$ cat config.mk
export PLATFORM = sky130hd
export DESIGN_NAME = bram_stream_uart_flat
export DESIGN_NICKNAME = d
export VERILOG_FILES = /design/src/rtl/bram_stream_uart_if.sv /design/src/rtl/bram_stream_uart.sv /design/src/flat_wrapper.sv
export SDC_FILE = /design/constraint.sdc
export NUM_CORES = 1
export LEC_CHECK = 0
export BUFFER_PORTS_ARGS = -buffer_cell sky130_fd_sc_hd__buf_2
export CORE_AREA = 2 2 80 82
export DETAILED_ROUTE_END_ITERATION = 12
export DIE_AREA = 0 0 82 84
export GPL_TIMING_DRIVEN = 0
export MAX_ROUTING_LAYER = met4
export PLACE_DENSITY = 0.45
export SKIP_LAST_GASP = 1
export SLEW_MARGIN = 5
export SYNTH_ARGS = -nofsm -noshare
export SYNTH_HDL_FRONTEND = slang
export SYNTH_SLANG_ARGS = --single-unit
$ cat constraint.sdc
create_clock -name clk -period 1.55 [get_ports clk]
set_input_delay 0.31 -clock clk [delete_from_list [all_inputs] [get_ports clk]]
set_output_delay 0.31 -clock clk [all_outputs]
set_load 0.005 [all_outputs]
$ cat src/rtl/bram_stream_uart_if.sv
// Bus bundle for bram_stream_uart: synchronous BRAM read port plus the uart_tx start/busy handshake.
interface bram_stream_uart_if #(
    parameter int DATA_W = 8,
    parameter int ADDR_W = 10
);
    logic              ena;
    logic [ADDR_W-1:0] addr;
    logic [DATA_W-1:0] dout;
    logic              tx_start;
    logic [7:0]        tx_data;
    logic              tx_busy;

    modport master (output ena, addr, tx_start, tx_data, input dout, tx_busy);
    modport slave  (input ena, addr, tx_start, tx_data, output dout, tx_busy);
endinterface

$ cat src/rtl/bram_stream_uart.sv
// Re-armable BRAM-to-UART dumper: streams NUM_WORDS words from BASE_ADDR, LSB byte first.
// Define BRAM_STREAM_CHECKSUM_EN to append a modulo-256 sum byte after the payload.
module bram_stream_uart #(
    parameter int DATA_W    = 8,
    parameter int ADDR_W    = 10,
    parameter int NUM_WORDS = 124,
    parameter int BASE_ADDR = 0,
    parameter int RD_LAT    = 2
) (
    input  logic               clk,
    input  logic               reset,
    input  logic               start,
    bram_stream_uart_if.master bus,
    output logic               busy,
    output logic               done
);
    // state    | meaning
    // IDLE     | out of reset, waiting for a start request
    // RD_ISSUE | present ena/addr for the current word
    // RD_WAIT  | wait out BRAM latency, then capture the word
    // TX_REQ   | hand the next byte to uart_tx once it is idle
    // TX_WAIT  | wait for uart_tx to finish the byte
    // NEXT     | advance to the next word or finish
    // DONE     | dump complete, done held high, re-armable
    // CKSUM    | send the sum byte (checksum build only)
    localparam int BYTES = DATA_W / 8;
    localparam int WC_W  = (NUM_WORDS > 1) ? $clog2(NUM_WORDS) : 1;
    localparam int BC_W  = (BYTES > 1) ? $clog2(BYTES) : 1;
    localparam int LC_W  = (RD_LAT > 1) ? $clog2(RD_LAT) : 1;

    localparam logic [2:0] IDLE     = 3'd0;
    localparam logic [2:0] RD_ISSUE = 3'd1;
    localparam logic [2:0] RD_WAIT  = 3'd2;
    localparam logic [2:0] TX_REQ   = 3'd3;
    localparam logic [2:0] TX_WAIT  = 3'd4;
    localparam logic [2:0] NEXT     = 3'd5;
    localparam logic [2:0] DONE     = 3'd6;
`ifdef BRAM_STREAM_CHECKSUM_EN
    localparam logic [2:0] CKSUM    = 3'd7;
`endif

    logic [2:0]        state;
    logic              start_pend;
    logic [WC_W-1:0]   word_ctr;
    logic [BC_W-1:0]   byte_ctr;
    logic [LC_W-1:0]   lat_ctr;
    logic [DATA_W-1:0] shift;
    logic              tx_first;
    logic              ena_q;
    logic [ADDR_W-1:0] addr_q;
    logic              tx_start_q;
    logic [7:0]        tx_data_q;
`ifdef BRAM_STREAM_CHECKSUM_EN
    logic [7:0]        sum;
    logic              cks_sent;
`endif

    assign bus.ena      = ena_q;
    assign bus.addr     = addr_q;
    assign bus.tx_start = tx_start_q;
    assign bus.tx_data  = tx_data_q;

    assign done = (state == DONE);
    assign busy = (state != IDLE) && (state != DONE);

    always_ff @(posedge clk or posedge reset) begin
        if (reset) begin
            state      <= IDLE;
            start_pend <= 1'b0;
            word_ctr   <= '0;
            byte_ctr   <= '0;
            lat_ctr    <= '0;
            shift      <= '0;
            tx_first   <= 1'b0;
            ena_q      <= 1'b0;
            addr_q     <= '0;
            tx_start_q <= 1'b0;
            tx_data_q  <= '0;
`ifdef BRAM_STREAM_CHECKSUM_EN
            sum        <= '0;
            cks_sent   <= 1'b0;
`endif
        end else begin
            tx_start_q <= 1'b0;
            case (state)
                IDLE, DONE: begin
                    // start is only latched while no dump is running
                    if (start_pend) begin
                        start_pend <= 1'b0;
                        word_ctr   <= '0;
                        state      <= RD_ISSUE;
`ifdef BRAM_STREAM_CHECKSUM_EN
                        sum        <= '0;
                        cks_sent   <= 1'b0;
`endif
                    end else if (start) begin
                        start_pend <= 1'b1;
                    end
                end
                RD_ISSUE: begin
                    ena_q   <= 1'b1;
                    addr_q  <= ADDR_W'(BASE_ADDR) + ADDR_W'(word_ctr);
                    lat_ctr <= '0;
                    state   <= RD_WAIT;
                end
                RD_WAIT: begin
                    lat_ctr <= lat_ctr + LC_W'(1);
                    if (lat_ctr == LC_W'(RD_LAT - 1)) begin
                        shift    <= bus.dout;
                        ena_q    <= 1'b0;
                        byte_ctr <= '0;
                        state    <= TX_REQ;
                    end
                end
                TX_REQ: begin
                    if (!bus.tx_busy) begin
                        tx_start_q <= 1'b1;
                        tx_data_q  <= shift[7:0];
                        tx_first   <= 1'b1;
                        state      <= TX_WAIT;
`ifdef BRAM_STREAM_CHECKSUM_EN
                        sum        <= sum + shift[7:0];
`endif
                    end
                end
                TX_WAIT: begin
                    // uart_tx raises busy one cycle after the pulse, so skip that cycle
                    tx_first <= 1'b0;
                    if (!tx_first && !bus.tx_busy) begin
`ifdef BRAM_STREAM_CHECKSUM_EN
                        if (cks_sent) begin
                            state <= DONE;
                        end else begin
`else
                        begin
`endif
                            shift <= shift >> 8;
                            if (byte_ctr == BC_W'(BYTES - 1)) begin
                                state <= NEXT;
                            end else begin
                                byte_ctr <= byte_ctr + BC_W'(1);
                                state    <= TX_REQ;
                            end
                        end
                    end
                end
                NEXT: begin
                    if (word_ctr == WC_W'(NUM_WORDS - 1)) begin
`ifdef BRAM_STREAM_CHECKSUM_EN
                        state <= CKSUM;
`else
                        state <= DONE;
`endif
                    end else begin
                        word_ctr <= word_ctr + WC_W'(1);
                        state    <= RD_ISSUE;
                    end
                end
`ifdef BRAM_STREAM_CHECKSUM_EN
                CKSUM: begin
                    if (!bus.tx_busy) begin
                        tx_start_q <= 1'b1;
                        tx_data_q  <= sum;
                        tx_first   <= 1'b1;
                        cks_sent   <= 1'b1;
                        state      <= TX_WAIT;
                    end
                end
`endif
                default: state <= IDLE;
            endcase
        end
    end
endmodule

$ cat src/flat_wrapper.sv
// flat-port wrapper written by rule: the top's interface ports become plain ports
module bram_stream_uart_flat 
#(
    parameter int DATA_W    = 8,
    parameter int ADDR_W    = 10,
    parameter int NUM_WORDS = 124,
    parameter int BASE_ADDR = 0,
    parameter int RD_LAT    = 2
)
  (clk, reset, start, busy, done, bus_ena, bus_addr, bus_tx_start, bus_tx_data, bus_dout, bus_tx_busy);
  bram_stream_uart_if #(.DATA_W(DATA_W), .ADDR_W(ADDR_W)) bus_i ();
  input  logic clk;
  input  logic reset;
  input  logic start;
  output logic busy;
  output logic done;
  output wire logic [$bits(bus_i.ena)-1:0] bus_ena;
  output wire logic [$bits(bus_i.addr)-1:0] bus_addr;
  output wire logic [$bits(bus_i.tx_start)-1:0] bus_tx_start;
  output wire logic [$bits(bus_i.tx_data)-1:0] bus_tx_data;
  input wire logic [$bits(bus_i.dout)-1:0] bus_dout;
  input wire logic [$bits(bus_i.tx_busy)-1:0] bus_tx_busy;
  assign bus_ena = bus_i.ena;
  assign bus_addr = bus_i.addr;
  assign bus_tx_start = bus_i.tx_start;
  assign bus_tx_data = bus_i.tx_data;
  assign bus_i.dout = bus_dout;
  assign bus_i.tx_busy = bus_tx_busy;
  bram_stream_uart #(.DATA_W(DATA_W), .ADDR_W(ADDR_W), .NUM_WORDS(NUM_WORDS), .BASE_ADDR(BASE_ADDR), .RD_LAT(RD_LAT)) u_core (.clk(clk), .reset(reset), .start(start), .bus(bus_i), .busy(busy), .done(done));
endmodule
Word level (Yosys, flattened, before mapping)
Index checks and enable logic that the tools add are counted.
{"block": "totals", "reg_bits": 39, "latch_bits": 0, "ramBits": 0, "mem_bits_ro": 0, "inputBits": 12, "output_inout_bits": 22, "elab_cells": 70, "n_memories": 0}
{"block": "classes", "addsub": 3, "mul": 0, "n_div": 0, "order_cmp": 0, "eq_ne": 13, "shifts": 0, "mux": 25, "n_bitwise": 1, "n_reduce_logical": 17}
{"op": "$mux 3", "n": 6}
{"op": "$pmux 3 s6", "n": 1}
{"op": "$mux 8", "n": 2}
{"op": "$pmux 8 s2", "n": 1}
{"op": "$mux 7", "n": 2}
{"op": "$pmux 7 s2", "n": 1}
{"op": "$eq 3x3->1 const B", "n": 3}
{"op": "$mux 1", "n": 8}
{"op": "$pmux 1 s2", "n": 4}
{"op": "$reduce_bool 2->1", "n": 4}
{"op": "$add 7x1->7 const B", "n": 1}
{"op": "$eq 7x7->1 const B", "n": 1}
{"op": "$eq 3x2->1 const B", "n": 2}
{"op": "$ne 2x1->1 const B", "n": 3}
{"op": "$reduce_and 2->1", "n": 3}
{"op": "$reduce_and 3->1", "n": 2}
{"op": "$ne 2x2->1 const B", "n": 2}
{"op": "$reduce_and 4->1", "n": 1}
{"op": "$eq 3x1->1 const B", "n": 1}
{"op": "$logic_not 3->1", "n": 1}
{"op": "$ne 3x3->1 const B", "n": 1}
{"op": "$reduce_bool 3->1", "n": 1}
{"op": "$add 1x1->1 const B", "n": 2}
{"op": "$logic_and 1x1->1", "n": 2}
{"op": "3 further kinds", "n": 4}

Longest topological paths before layout
{"block": "logic_depth", "depth_word": 4, "depth_mapped": 6, "depth_no_buf": 5}

Worst setup path after synthesis
OpenSTA, ideal clock, no wires.
{"block": "synth_timing", "path_type": "reg2reg", "startpoint": "register u_core.state[2]", "endpoint": "register u_core.tx_data_q[0] (netlist: u_core.bus.tx_data[0])", "setup_time_ns": 0.125, "t_arrival_ns": 1.214, "required_time_ns": 1.425, "slack_ns": 0.211, "stages_incl_launch_ff": 6, "n_path_buf": 1, "synth_period_minus_slack_ns": 1.339, "cell_sequence": "dfrtp_1 buf_4 inv_2 nand2_2 nor2_8 mux2_2"}
{"block": "synth_via", "elab_chain_cells": 2}
{"item": "from (decl)", "line_no": "bram_stream_uart.sv:42", "rtl": "logic [2:0] state;"}
{"item": "from (signal assigned)", "line_no": "bram_stream_uart.sv:68", "rtl": "state <= IDLE;"}
{"item": "from (signal assigned)", "line_no": "bram_stream_uart.sv:91", "rtl": "state <= RD_ISSUE;"}
{"item": "from (signal assigned)", "line_no": "bram_stream_uart.sv:104", "rtl": "state <= RD_WAIT;"}
{"item": "$eq 3x2->1", "line_no": "bram_stream_uart.sv:85", "rtl": "case (state)"}
{"item": "$reduce_and 2->1 (no line)"}
{"item": "to (signal assigned)", "line_no": "bram_stream_uart.sv:118", "rtl": "tx_data_q <= shift[7:0];"}
{"item": "to (decl)", "line_no": "bram_stream_uart.sv:52", "rtl": "logic [7:0] tx_data_q;"}
Every way passes these cells.
A chain may end at the register's enable or synchronous reset.

Worst setup path after layout
{"block": "layout_timing", "startpoint": "register u_core.state[0]", "endpoint": "output busy"}
{"block": "layout_via", "elab_chain_cells": 2, "elab_cells_between_ends": 3, "classes_between": "eq/ne: 1; reduce/logical: 2"}
{"item": "$ne 3x3->1 or $reduce_bool 3->1 (tied branches)", "line_no": "bram_stream_uart.sv:64", "rtl": "assign busy = (state != IDLE) && (state != DONE);"}
{"item": "$logic_and 1x1->1 *", "line_no": "bram_stream_uart.sv:64"}
{"item": "to (decl)", "line_no": "flat_wrapper.sv:15", "rtl": "output logic busy;"}
Mark *: on every way between the ends. The rest lies on a longest branch, timed or not.

==> flow_summary.json <==
{
  "crit_slowest_cell": "dfrtp_1",
  "finalCritPeriodShare_pct": 97.4,
  "drive_above_1_share_pct": 44.3,
  "p_leak_uw": 0.00111,
  "h-tree-depth": 2,
  "slew_viol_final": 0,
  "synth_cells": 159,
  "grt_max_degree": 35,
  "grt_overflow": 0,
  "cts_tree": "yes",
  "p_total_uw": 3870,
  "powerDensity_mw_per_mm2": 1690,
  "synth_cell_type_count": 40,
  "pre_cts_slack_ps": -2.03,
  "wl_per_cell_um": 13.6,
  "drt_iter0_markers": 37,
  "antenna_found_initial": 0,
  "fin_crit_ps": 1510,
  "cp.required_ps": 1240,
  "grt_pass1_wl_um": 6520,
  "dp_hpwl_um": 2550,
  "tns_ps": 0,
  "fmax_ghz": 0.662,
  "fin_util_pct": 37.7,
  "status": "finished clean",
  "core.rowCount": 29,
  "synthFlopType": "dfrtp_1",
  "async_reset_ff_share_pct": 100,
  "syn-cell-area_mm2": 0.00177,
  "crit_path_start_kind": "flop",
  "grt_pass1_vias": 1358,
  "path_cells": "buf_4 -> inv_4 -> nand2_2 -> buf_2",
  "worstSetupPathType": "flop to output port",
  "cts_buffers": 5,
  "syn2layout_area_growth_pct": 29.9,
  "hp-class": "primary input to flop",
  "final_area_mm2": 0.00230,
  "firstDrtPassIters": 4,
  "layout_setup_ws_ps": 39.7,
  "core_mm2": 0.00610,
  "fin_nets": 225,
  "yosysWarnings": 0,
  "cts.sinks": 38,
  "die_area_mm2": 0.00689,
  "clk_path_buf_depth": 2,
  "drc": 0,
  "cp-end-kind": "output port",
  "fin_skew_ps": 7.57,
  "totalWireLength_um": 3940,
  "initial_core_util_pct": 29.0,
  "hold_violations": 0,
  "boundaryPins": 34,
  "ant_nets": 0,
  "ir_drop_uv": 572,
  "clkTransAtPathRegs_ps": 80,
  "avgViaCountPerCell": 4.75,
  "cap_violations": 0,
  "synth_seq_area_share_pct": 53.8,
  "final-setup-viol-count": 0,
  "cts-root-buf": "clkbuf_8",
  "arrival_ps": 1200,
  "worst_path_largest_cell_delay_ps": 410,
  "insertion_delay_ps": 290,
  "die_y_um": 84,
  "rsz0062_at_grt": "true",
  "vias": 1372,
  "synth.avg_cell_area_um2": 11.1,
  "placedInstanceArea_mm2": 0.00204,
  "crit_fanout": 10,
  "port_buffers": 30,
  "n_antenna_cell": 0,
  "ys_ff_latch": 38,
  "place_congestion": 0.716,
  "synth-edff-count": 0,
  "grt.total_usage_pct": 12.7,
  "die_x_um": 82
}
==> cell type report <==
| class | instances | area [um2] |
|---|---|---|
| Clock buffer | 5 | 68.8 |
| Timing Repair Buffer | 43 | 260 |
| Multi-Input combinational cell | 110 | 817 |
| Sequential cell | 38 | 952 |
| Clock inverter | 2 | 10.0 |
| Fill cell | 645 | 3800 |
| Buffer | 7 | 63.8 |
| Tap cell | 77 | 96.3 |
| Inverter | 7 | 28.8 |
==> worst max-delay path, delay by kind of cell (launching register included) <==
family | cells | cell delay (ps)
and+or+nand+nor | 1 | 70
buffers and inverters | 3 | 430
DFF | 1 | 410
==> path summary, 6_finish.rpt <==
path / start / end / slack [ps] / depth (start not counted)
worst max-delay path: u_core.state[0] / busy / 40 / 4
worst min-delay path: bus_dout[0] / u_core.shift[0] / 260 / 3
worst min register to register: u_core.shift[3] / u_core.shift[3] / 480 / 2
max in group asynchronous: reset / u_core.word_ctr[0] / 700 / 4
min in group asynchronous: reset / u_core.bus.tx_data[1] / 440 / 3
worst max register to register: u_core.word_ctr[1] / u_core.state[0] / 50 / 5
==> sequential cells by signal (all words and copies together) (netlist names) <==
register,count
u_core.bus.addr,7
u_core.bus.ena,1
u_core.bus.tx_data,8
u_core.bus.tx_start,1
u_core.lat_ctr,1
u_core.shift,8
u_core.start_pend,1
u_core.state,3
u_core.tx_first,1
u_core.word_ctr,7
==> cells by family (layout without fill, tap and decap cells) <==
| group | after synthesis | in the layout | share of synthesized area (%) |
|---|---|---|---|
| AO/OA/AOI/OAI | 42 | 42 | 16.0 |
| multiplexers | 15 | 15 | 9.55 |
| buffers and inverters | 14 | 64 | 4.74 |
| other | 1 | 3 | 0.212 |
| XOR/XNOR | 2 | 2 | 1.42 |
| flip-flops | 38 | 38 | 53.8 |
| adder cells (fa/ha/maj) | 1 | 1 | 0.708 |
| AND/OR/NAND/NOR | 46 | 47 | 13.6 |
==> report_power, final <==
part	internal (uW)	switching (uW)	leakage, uW	total (uW)
Sequential	1330	204	0.000491	1530
Clock	302	338	0.0000438	640
Combinational	844	859	0.000580	1700
Total	2470	1400	0.00111	3870
==> routing by layer <==
layer  global-route usage [%]  up-vias  part of all wire (%)
met5                        -        -                     0
met2                     18.1       28                    46
met4                     5.91        0                   1.9
li1                         -      659                     -
met3                     2.60        4                   3.6
met1                     17.1      681                    48
==> stage by stage <==
step	std cells	hold WS, ps
global route	289	253
finish	289	255
floorplan	161	444
detailed placement	269	200
global placement	268	463
CTS	281	248
==> Yosys cell counts (3+ instances only) <==
cell type,number,area (um2)
o211ai_1,3,22.5
nor2_1,3,11.3
inv_1,6,22.5
nand2_1,26,97.6
o21ai_2,3,26.3
mux2_2,15,169
buf_4,4,30.0
dfrtp_1,38,951
o21ai_0,20,100
a21oi_1,5,25.0
==> cell usage in the layout, fill, tap and decap left out, types with 2 or more instances in the layout <==
cell / Yosys / routed
a21oi_1: 5 / 5
buf_2: 1 / 31
buf_4: 4 / 14
buf_6: 2 / 3
clkbuf_8: 0 / 5
clkinv_2: 0 / 2
conb_1: 1 / 3
dfrtp_1: 38 / 37
inv_1: 6 / 4
inv_2: 1 / 2
mux2_2: 15 / 15
nand2_1: 26 / 25
nand3_1: 2 / 2
nor2_1: 3 / 3
nor2_4: 1 / 2
o211ai_1: 3 / 3
o21a_1: 2 / 2
o21ai_0: 20 / 20
o21ai_2: 3 / 2
o22ai_1: 2 / 2
==> repair_timing <==
action	in CTS	in global routing
hold endpoints to repair	4	0
hold buffers	1	0
setup buffers	4	6
cloned	0	2
pin swaps	3	2
resized for setup	3	14
setup endpoints to repair	3	31
(Power assumes the default switching activity.)
